--- src/rtl/alu_serial_seq.sv ---
// alu_serial_seq -- bit-serial sequencer around an external 1-bit ALU slice.
// It walks the operands LSB first and feeds one bit per clock to a
// combinational slice. It rebuilds the WIDTH-bit result from the slice outputs.
// SLT takes one extra pass: the sign of the difference is fed back into bit 0.
//
// Ports
//   clk, rst                 clock, async active-high reset
//   start, a_in, b_in        request and operands (sampled on accepted start)
//   alu_ctl                  {sa, sb, op[1:0]}
//   slice_a/b/sa/sb/cin/sm/op  drive to the external slice
//   slice_result/set/ovf     slice response
//   busy, done               handshake (done is a one-cycle pulse)
//   result, zero, ovf        final outputs, held until the next run completes
module alu_serial_seq #(
    parameter int WIDTH = 32
) (
    input  logic             clk,
    input  logic             rst,
    input  logic             start,
    input  logic [WIDTH-1:0] a_in,
    input  logic [WIDTH-1:0] b_in,
    input  logic [3:0]       alu_ctl,
    output logic             slice_a,
    output logic             slice_b,
    output logic             slice_sa,
    output logic             slice_sb,
    output logic             slice_cin,
    output logic             slice_sm,
    output logic [1:0]       slice_op,
    input  logic             slice_result,
    input  logic             slice_set,
    input  logic             slice_ovf,
    output logic             busy,
    output logic             done,
    output logic [WIDTH-1:0] result,
    output logic             zero,
    output logic             ovf
);

    localparam int IW = (WIDTH > 1) ? $clog2(WIDTH) : 1;
    localparam logic [IW-1:0] LAST = IW'(WIDTH - 1);

    typedef enum logic [1:0] {IDLE, RUN, FIX, DONE} state_t;

    state_t           state, state_nx;
    logic [WIDTH-1:0] a_q, b_q, res_sh;
    logic [3:0]       ctl_q;
    logic [IW-1:0]    idx;
    logic             carry, set_q, ovf_q;
    logic             accept;

    // The done pulse cycle also blocks a new start, so a request is never
    // taken while the previous result is being presented.
    assign accept = (state == IDLE) && start && !done;

    // Slice drive is purely combinational from the latched operands.
    assign slice_a   = a_q[idx];
    assign slice_b   = b_q[idx];
    assign slice_sa  = ctl_q[3];
    assign slice_sb  = ctl_q[2];
    assign slice_op  = ctl_q[1:0];
    assign slice_cin = carry;
    assign slice_sm  = (state == FIX) ? set_q : 1'b0;

    always_comb begin
        state_nx = state;
        case (state)
            IDLE: if (accept) state_nx = RUN;
            RUN:  if (idx == LAST) state_nx = (ctl_q[1:0] == 2'b11) ? FIX : DONE;
            FIX:  state_nx = DONE;
            DONE: state_nx = IDLE;
            default: state_nx = IDLE;
        endcase
    end

    always_ff @(posedge clk or posedge rst) begin
        if (rst) begin
            state  <= IDLE;
            a_q    <= '0;
            b_q    <= '0;
            ctl_q  <= '0;
            res_sh <= '0;
            idx    <= '0;
            carry  <= 1'b0;
            set_q  <= 1'b0;
            ovf_q  <= 1'b0;
            busy   <= 1'b0;
            done   <= 1'b0;
            result <= '0;
            zero   <= 1'b1;
            ovf    <= 1'b0;
        end else begin
            state <= state_nx;
            done  <= 1'b0;
            case (state)
                IDLE: begin
                    if (accept) begin
                        a_q   <= a_in;
                        b_q   <= b_in;
                        ctl_q <= alu_ctl;
                        // Inverted B plus carry-in of one gives two's complement subtract.
                        carry <= alu_ctl[2];
                        idx   <= '0;
                        busy  <= 1'b1;
                    end
                end
                RUN: begin
                    res_sh[idx] <= slice_result;
                    // Slice only exposes cin^cout, so recover cout from it.
                    carry <= slice_cin ^ slice_ovf;
                    if (idx == LAST) begin
                        set_q <= slice_set;
                        ovf_q <= slice_ovf;
                        idx   <= '0;
                    end else begin
                        idx <= idx + 1'b1;
                    end
                end
                FIX: begin
                    // Upper bits were already written as 0 (sm=0 during RUN).
                    res_sh[0] <= slice_result;
                end
                DONE: begin
                    result <= res_sh;
                    zero   <= (res_sh == '0);
                    ovf    <= (ctl_q[1:0] == 2'b10) ? ovf_q : 1'b0;
                    done   <= 1'b1;
                    busy   <= 1'b0;
                end
                default: ;
            endcase
        end
    end

endmodule

--- config.mk ---
export PLATFORM = sky130hd
export DESIGN_NAME = alu_serial_seq
export DESIGN_NICKNAME = d
export VERILOG_FILES = /design/src/rtl/alu_serial_seq.sv
export SDC_FILE = /design/constraint.sdc
export NUM_CORES = 1
export LEC_CHECK = 0
export CORE_MARGIN = 1
export CORE_UTILIZATION = 50
export DETAILED_ROUTE_END_ITERATION = 10
export PLACE_DENSITY = 0.87
export SYNTH_ARGS = -nofsm -noshare
export SYNTH_HDL_FRONTEND = slang
export SYNTH_SLANG_ARGS = --single-unit
export TNS_END_PERCENT = 30
--- constraint.sdc ---
create_clock -name clk -period 5.75 [get_ports clk]
set_input_delay 0.575 -clock clk [delete_from_list [all_inputs] [get_ports clk]]
set_output_delay 0.575 -clock clk [all_outputs]
set_load 0.02 [all_outputs]
==> impl_metrics.csv, run 1 <==
group,metric,value,unit
logic_synthesis,netlist_instances,613,
timing,drv_slew,0,
timing,setup_viol,0,
global_route,antenna_found_initial,0,
cells_and_area,final_area,0.00838,mm^2
cells_and_area,multiInputGateArea,0.00267,mm^2
timing,setup_tns,0,ns
worst_setup_path,worstPathArrival,2.80,ns
placement,pre_cts_ws,2.91,ns
timing,max-slew-margin-rel,36.5,%
routing,firstDrtPassIters,5,
logic_synthesis,yosys_warnings,0,
cells_and_area,antennaDiodeCount,0,
run_status,outcome,"finished, final reports clean",
timing,tightest_slew,0.950,ns
logic_synthesis,syn_nets,697,
power,p_int,2.80,mW
worst_setup_path,cp.required,5.18,ns
logic_synthesis,synth_ff_type,"dfrtp_1",
routing,detail_route.wl_per_cell,18.0,um
logic_synthesis,ys_seq_elements,146,
cells_and_area,seqCellArea,0.00365,mm^2
timing,fin_crit_sh,58.7,%
timing,hold_violations,0,
global_route,grt_usage,25.8,%
global_route,grt_pass1_wl,25.8,mm
worst_setup_path,critical_path.max_fanout,14,
worst_setup_path,critPathKind,"flip-flop to output port",
logic_synthesis,async_flop_share,100,%
worst_setup_path,slowest_delay,0.65,ns
worst_setup_path,critPathSlowestCell,"clkdlybuf4s50_1",
timing,fin_crit,3.38,ns
global_route,grt-ovfl-total,0,
routing,drt-total-wl,16.3,mm
cts,clkLatencyLatePin,0.43,ns
cts,cts_buffers,17,
die,ioPinCount,118,
timing,fmax,296,MHz
die,initial_core_util,51.4,%
routing,dr_total_vias,4991,
power,clkPwrFrac,25.2,%
cts,clk_pin_slew,0.07,ns
power,power_frac_comb,35.7,%
routing,drt-initial-drc-count,415,
die,dieArea,0.0135,mm^2
worst_setup_path,cp-end-kind,"output port",
min_path,worstHoldPathType,"flip-flop to flip-flop",
cts,cts.sinks,146,
timing,holdWs,0.481,ns
die,die_y,116,um
cts,cts_tree,"done",
placement,io_buffers,117,
worst_setup_path,path_depth,5,
cells_and_area,final_cells,906,
power,power.static_leakage,3.97,nW
cts,max-clock-path-buffers,2,
logic_synthesis,syn_avg_cell_area,10.6,um^2
logic_synthesis,synth_cell_types,47,
power,irDropWorstVdd,0.267,mV
worst_setup_path,r2r.worst_path.cells,6,
die,die_x,116,um
cells_and_area,fillers,943,
die,rows,41,
power,power.density,532,mW/mm^2
worst_setup_path,crit_chain,"or3b_1 -> o22ai_1 -> nor4_1 -> o21ai_1 -> clkdlybuf4s50_1",
routing,vias_per_cell,5.51,
min_path,hold_depth,2,
power,seq_power_share,39.1,%
cells_and_area,postLayoutCoreUtil,66.2,%
cells_and_area,final_nets,805,
worst_setup_path,cp_top_family,"simple AND/OR/NAND/NOR gates",
logic_synthesis,synth_area,0.00652,mm^2
power,power,4.46,mW
worst_setup_path,startpoint_type,"flip-flop",
routing,antenna_left,0,
die,core,0.0127,mm^2
flow_run,drv_cap,0,
global_route,grt_start_max_net_pins,91,
cts,hold_buffers,0,
worst_setup_path,cp_num_buf_inv,1,
power,swShare,37.2,%
placement,placed_cells,874,
cts,cts_setup_buffers,0,
cts,post_cts_resized,0,
global_route,grt_pass1_vias,5085,
logic_synthesis,synth_edf_count,0,
routing,drc,0,
cells_and_area,area_delta_synth_final,28.6,%
cells_and_area,drive_above_1_share,14.4,%
placement,dp.final_hpwl,10.9,mm
power,power_switching,1.66,mW
cts,htreeDepth,4,
logic_synthesis,ys_seq_area_share,56.1,%
timing,setup_slack,2.37,ns
timing,rsz0062_at_grt,"false",
timing,worst_clock_skew,0.00885,ns
placement,dpl_cell_area,0.00778,mm^2
placement,routabilityCongestion,0.880,
cts,cts_root_buffer,"clkbuf_16",
## flip-flops by register name (all words and copies together) (netlist names)
register	count
a_q	32
b_q	32
res_sh	32
result	32
idx	5
ctl_q	4
state	2
busy	1
done	1
ovf	1
ovf_q	1
set_q	1
slice_cin	1
zero	1
## cells in the mapped netlist, types with 4 or more instances
cell type / instances / area, um^2
nor4_1: 7 / 43.8
nand3b_1: 4 / 30.0
inv_1: 8 / 30.0
nor2_1: 37 / 139
nand2_1: 214 / 803
mux2_1: 11 / 124
mux2_2: 55 / 619
mux2i_1: 24 / 240
o22ai_1: 8 / 50.1
dfrtp_1: 145 / 3630
a21oi_1: 8 / 40.0
ha_1: 10 / 125
mux4_2: 5 / 113
clkbuf_1: 10 / 37.5
buf_2: 18 / 90.1
## cell type report
cell class / instances / share of cell area (%)
Tap cell: 172 / 2.57
Clock inverter: 15 / 2.06
Inverter: 8 / 0.418
Clock buffer: 17 / 5.07
Multi-Input combinational cell: 426 / 31.9
Timing Repair Buffer: 122 / 14.4
Sequential cell: 146 / 43.6
## cells by family (layout without fill, tap and decap cells)
logic type                 Yosys count  count (layout)  share of synthesized area [%]
and+or+nand+nor                    284             284                           18.0
DFF                                146             146                           56.1
muxes                               95              95                           16.8
buffers and inverters               41             162                           3.05
AOI/OAI and AO/OA                   37              37                           4.17
adders and majority gates           10              10                           1.92
## routing by layer
metal,track usage [%],share of wire [%],vias to the layer above
met1,30.8,40,2449
met5,0,0,-
li1,-,-,2269
met4,13.4,3.7,0
met3,5.71,5.6,52
met2,44.0,51,221
## tightest hold or removal path, stage by stage, from the launching register on
cell	delay (ns)
dfrtp_1	0.34
nand2_1	0.05
nand2_1	0.05
## placed cells by master (no fill, tap or decap), types with 4 or more instances in the layout
cell type        count
a21oi_1              8
buf_4                5
clkbuf_16           17
clkdlybuf4s50_1    117
clkinvlp_4           4
dfrtp_1            145
ha_1                10
inv_1                7
inv_6                5
mux2_1              11
mux2_2              55
mux2i_1             24
mux4_2               5
nand2_1            214
nand3b_1             4
nor2_1              36
nor4_1               7
o22ai_1              8
## power by group through the flow
stage          combinational [mW]  clock, mW  sequential [mW]
5_1_grt                      1.73       1.18             1.78
4_1_cts                      1.59       1.14             1.73
3_3_place_gp                 1.48          0             1.71
2_1_floorplan                1.01          0             1.71
3_5_place_dp                 1.56          0             1.74
6_report                     1.59       1.12             1.74
## path summary, 6_finish.rpt
check | from | to | slack (ns)
min in group asynchronous | rst | result[10]$_DFFE_PP0P_ | 0.69
min reg2reg | b_q[6]$_DFFE_PP0P_ | b_q[6]$_DFFE_PP0P_ | 0.48
max in group asynchronous | rst | a_q[13]$_DFFE_PP0P_ | 3.82
max reg2reg | state[1]$_DFFE_PP0P_ | idx[4]$_DFFE_PP0P_ | 3.31
max | idx[3]$_DFFE_PP0P_ | slice_b | 2.37
min | b_q[6]$_DFFE_PP0P_ | b_q[6]$_DFFE_PP0P_ | 0.48
Power figures use the tool's default switching activity.
==> inputs of run 2 (changes only) <==
CORE_UTILIZATION = 47   (was 50)
PLACE_DENSITY = 0.86   (was 0.87)
clock period = 2.9 ns   (was 5.75 ns; I/O delays follow)
==> impl_metrics.csv, run 2 (synthesis results as in run 1) <==
group,metric,value,unit
cells_and_area,final_nets,806,
power,power.density,1030,mW/mm^2
cts,hold_buffers,0,
placement,io_buffers,117,
worst_setup_path,cp_num_buf_inv,1,
worst_setup_path,cp_top_family,"flip-flops",
cells_and_area,antennaDiodeCount,0,
global_route,grt_start_max_net_pins,147,
worst_setup_path,crit_chain,"mux4_2 -> nor2b_1 -> a21oi_1 -> o211ai_2 -> clkdlybuf4s50_1",
global_route,grt_usage,22.8,%
worst_setup_path,critPathKind,"flip-flop to output port",
cts,post_cts_resized,6,
power,irDropWorstVdd,0.492,mV
worst_setup_path,slowest_delay,0.56,ns
cts,cts_root_buffer,"clkbuf_16",
timing,setup_tns,0,ns
routing,drt-total-wl,15.2,mm
global_route,grt_pass1_vias,4908,
flow_run,drv_cap,0,
worst_setup_path,critical_path.max_fanout,13,
cells_and_area,final_cell_mix,"214 x nand2_1, 141 x dfrtp_1, 116 x clkdlybuf4s50_1, 55 x mux2_2, 36 x nor2_1",
cts,htreeDepth,4,
die,core,0.0134,mm^2
timing,fin_crit,2.81,ns
timing,setup_viol,0,
cells_and_area,final_common_cell,"nand2_1",
timing,fmax,356,MHz
routing,firstDrtPassIters,5,
routing,detail_route.wl_per_cell,16.7,um
power,power.static_leakage,3.97,nW
worst_setup_path,worstPathArrival,2.52,ns
placement,dp.final_hpwl,10.6,mm
worst_setup_path,cp-end-kind,"output port",
global_route,grt_pass1_wl,24.9,mm
timing,tightest_slew,0.940,ns
worst_setup_path,critPathSlowestCell,"dfrtp_2",
routing,vias_per_cell,5.33,
cts,cts.sinks,146,
timing,holdWs,0.391,ns
min_path,worstHoldPathType,"input pin to flip-flop",
cts,max-clock-path-buffers,2,
cts,clkLatencyLatePin,0.43,ns
die,initial_core_util,48.6,%
global_route,grt-ovfl-total,0,
timing,fin_crit_sh,97.0,%
routing,drt-initial-drc-count,357,
run_status,outcome,"finished, final reports clean",
die,ioPinCount,118,
worst_setup_path,startpoint_type,"flip-flop",
cts,cts_tree,"done",
timing,hold_violations,0,
die,die_y,120,um
cts,cts_buffers,17,
cts,clk_pin_slew,0.06,ns
cells_and_area,fillers,999,
timing,drv_slew,0,
routing,dr_total_vias,4857,
cts,cts_setup_buffers,0,
cells_and_area,area_delta_synth_final,29.2,%
routing,antenna_left,0,
placement,routabilityCongestion,0.852,
routing,drc,0,
die,die_x,120,um
die,rows,42,
cells_and_area,drive_above_1_share,15.4,%
worst_setup_path,cp.required,2.61,ns
global_route,antenna_found_initial,0,
timing,max-slew-margin-rel,37.1,%
timing,worst_clock_skew,0.00995,ns
die,dieArea,0.0143,mm^2
timing,rsz0062_at_grt,"false",
[run 2: area by class of cell]
| class | count | area [um^2] | area share [%] |
|---|---|---|---|
| clock buffer | 18 | 429 | 5.10 |
| clock inverter | 14 | 155 | 1.84 |
| inverter | 8 | 33.8 | 0.401 |
| multi-input combinational | 426 | 2680 | 31.8 |
| sequential | 146 | 3660 | 43.5 |
| tap | 176 | 220 | 2.62 |
| timing repair buffer | 123 | 1240 | 14.8 |
[run 2: tightest hold or removal path, delay by kind of cell]
family / cells / cell delay [ns]
buffers and inverters: 1 / 0.39
and+or+nand+nor: 2 / 0.09
[run 2: stage by stage]
stage               setup WS [ns]  cells  power (mW)  instance area (um^2)  util [%]
detailed placement          0.316    879        6.54                  7820      58.4
finish                     0.0871    911        8.71                  8420      62.8
floorplan                   0.778    613        5.40                  6520         -
global route               0.0160    911        9.19                  8420      62.8
global placement            0.433    879        6.36                  7820      58.4
CTS                        0.0121    911        8.74                  8420      62.8
[run 2: where the power goes]
group	leakage [nW]	total [mW]	internal [mW]	switching [mW]
clock	0.270	2.15	1.27	0.871
combinational	1.83	3.16	1.49	1.67
sequential	1.88	3.41	2.81	0.597
[run 2: path summary, 6_finish.rpt]
path	cells after the start	startpoint	slack, ns	endpoint
min reg2reg	2	b_q[6]$_DFFE_PP0P_	0.48	b_q[6]$_DFFE_PP0P_
min in group asynchronous	3	rst	0.43	result[13]$_DFFE_PP0P_
max	5	idx[0]$_DFFE_PP0P_	0.09	slice_a
max reg2reg	7	state[0]$_DFFE_PP0P_	0.76	a_q[15]$_DFFE_PP0P_
max in group asynchronous	3	rst	1.82	idx[2]$_DFFE_PP0P_
min	3	b_in[26]	0.39	b_q[26]$_DFFE_PP0P_
[run 2: layer usage]
metal  routed length (um)  track usage [%]  part of all wire (%)
met4                  340             10.4                   2.2
met1                 6530             29.3                    43
met5                    0                0                     0
met2                 7450             36.8                    49
met3                  903             5.28                   5.9
==> inputs of run 3 (changes only) <==
CORE_ASPECT_RATIO = 1.2   (was unset)
==> impl_metrics.csv, run 3 (synthesis results as in run 1) <==
group,metric,value,unit
run_status,outcome,"finished, final reports clean",
routing,vias_per_cell,5.41,
die,dieArea,0.0143,mm^2
cts,hold_buffers,0,
power,irDropWorstVdd,0.524,mV
die,die_x,110,um
die,rows,46,
cells_and_area,final_nets,808,
timing,setup_viol,0,
global_route,grt_usage,23.4,%
die,initial_core_util,48.8,%
flow_run,drv_cap,0,
power,power,8.96,mW
global_route,grt_start_max_net_pins,68,
placement,dp.final_hpwl,10.8,mm
cells_and_area,antennaDiodeCount,0,
power,power.static_leakage,4.04,nW
worst_setup_path,r2r.worst_path.cells,6,
min_path,worstHoldPathType,"input pin to async pin",
global_route,grt_pass1_vias,4968,
worst_setup_path,cp_num_buf_inv,1,
routing,drc,0,
cells_and_area,area_delta_synth_final,30.5,%
cts,clkLatencyLatePin,0.42,ns
die,ioPinCount,118,
timing,hold_violations,0,
timing,max-slew-margin-rel,37.5,%
worst_setup_path,crit_chain,"mux4_2 -> nor2b_1 -> a21oi_1 -> o211ai_2 -> dlymetal6s2s_1",
worst_setup_path,worstPathArrival,2.19,ns
timing,drv_slew,0,
cells_and_area,fillers,1031,
worst_setup_path,rrSetupSlack,0.80,ns
routing,antenna_left,0,
timing,worst_clock_skew,0.00740,ns
worst_setup_path,rr_startpoint,"state[0]$_DFFE_PP0P_",
die,die_y,131,um
timing,holdWs,0.270,ns
timing,setup_tns,0,ns
cells_and_area,final_area,0.00851,mm^2
routing,drt-total-wl,15.4,mm
cts,max-clock-path-buffers,2,
die,core,0.0134,mm^2
routing,drt-initial-drc-count,253,
worst_setup_path,reg2reg_to,"a_q[11]$_DFFE_PP0P_",
cells_and_area,postLayoutCoreUtil,63.7,%
cts,cts_buffers,17,
power,power.density,1050,mW/mm^2
worst_setup_path,critPathKind,"flip-flop to output port",
cells_and_area,final_cell_mix,"214 x nand2_1, 141 x dfrtp_1, 115 x clkdlybuf4s50_1, 55 x mux2_2, 36 x nor2_1",
placement,dpl_cell_area,0.00782,mm^2
routing,dr_total_vias,4899,
routing,firstDrtPassIters,4,
global_route,grt-ovfl-total,0,
cts,cts_root_buffer,"clkbuf_16",
worst_setup_path,critical_path.max_fanout,13,
worst_setup_path,critPathSlowestCell,"dfrtp_2",
timing,fin_crit,2.48,ns
timing,setup_slack,0.419,ns
cells_and_area,drive_above_1_share,15.2,%
routing,detail_route.wl_per_cell,17.1,um
cts,clk_pin_slew,0.06,ns
global_route,grt_pass1_wl,24.9,mm
timing,rsz0062_at_grt,"false",
placement,pre_cts_ws,0.368,ns
timing,fin_crit_sh,85.5,%
worst_setup_path,cp_top_family,"flip-flops",
timing,fmax,403,MHz
placement,placed_cells,871,
timing,tightest_slew,0.934,ns
worst_setup_path,startpoint_type,"flip-flop",
cts,cts.sinks,146,
cells_and_area,final_common_cell,"nand2_1",
placement,routabilityCongestion,0.875,
worst_setup_path,cp.required,2.61,ns
global_route,antenna_found_initial,0,
cts,htreeDepth,4,
cts,cts_tree,"done",
worst_setup_path,slowest_delay,0.55,ns
placement,io_buffers,117,
worst_setup_path,cp-end-kind,"output port",
cells_and_area,final_cells,905,
-- run 3: cell count changes in the layout (fill, tap and decap cells not counted), moves of 2 or more --
cell        delta
clkinvlp_4     -4
clkbuf_8       +2
bufinv_16      +3
inv_6          -4
clkbuf_1       +4
-- run 3: worst reg2reg max path, delay by kind of cell, from the launching register on --
family	cells	cell delay, ns
adder cells (fa/ha/maj)	1	0.32
AND/OR/NAND/NOR	3	0.64
flip-flops	1	0.38
buffers and inverters	2	0.70
-- run 3: report_power, final --
part | total (mW) | switching (mW) | internal [mW]
logic | 3.16 | 1.68 | 1.48
clock network | 2.40 | 0.819 | 1.58
registers | 3.41 | 0.598 | 2.81
-- run 3: area by class of cell --
class                           count  area, um^2  area share (%)
Sequential cell                   146        3660            43.0
Multi-Input combinational cell    426        2680            31.5
Timing Repair Buffer              125        1270            15.0
Clock buffer                       24         472            5.54
Tap cell                          168         210            2.47
Clock inverter                      8         175            2.06
Inverter                            8        33.8           0.397
-- run 3: routing by layer --
metal | track usage [%] | share of wire (%) | wire length (um) | vias up
met3 | 4.46 | 4.8 | 746 | 33
met1 | 28.4 | 40 | 6120 | 2410
met4 | 10.9 | 2.8 | 428 | 0
met5 | 0 | 0 | 0 | -
li1 | - | - | - | 2281
met2 | 40.4 | 53 | 8140 | 175
-- run 3: how the worst max path moves through the flow --
| stage | slack [ns] | endpoint | cells after the start | start |
|---|---|---|---|---|
| floorplan | 0.78 | a_q[0]$_DFFE_PP0P_ | 1 | rst |
| global placement | 0.45 | slice_a | 5 | idx[0]$_DFFE_PP0P_ |
| detailed placement | 0.37 | slice_a | 5 | idx[2]$_DFFE_PP0P_ |
| CTS | 0.03 | slice_a | 5 | idx[4]$_DFFE_PP0P_ |
| global route | 0.33 | slice_a | 5 | idx[0]$_DFFE_PP0P_ |
| finish | 0.42 | slice_a | 5 | idx[0]$_DFFE_PP0P_ |
-- run 3: repair_timing --
item,CTS,global route
setup endpoints to repair,2,2
resized for setup,5,5
buffers inserted,2,0
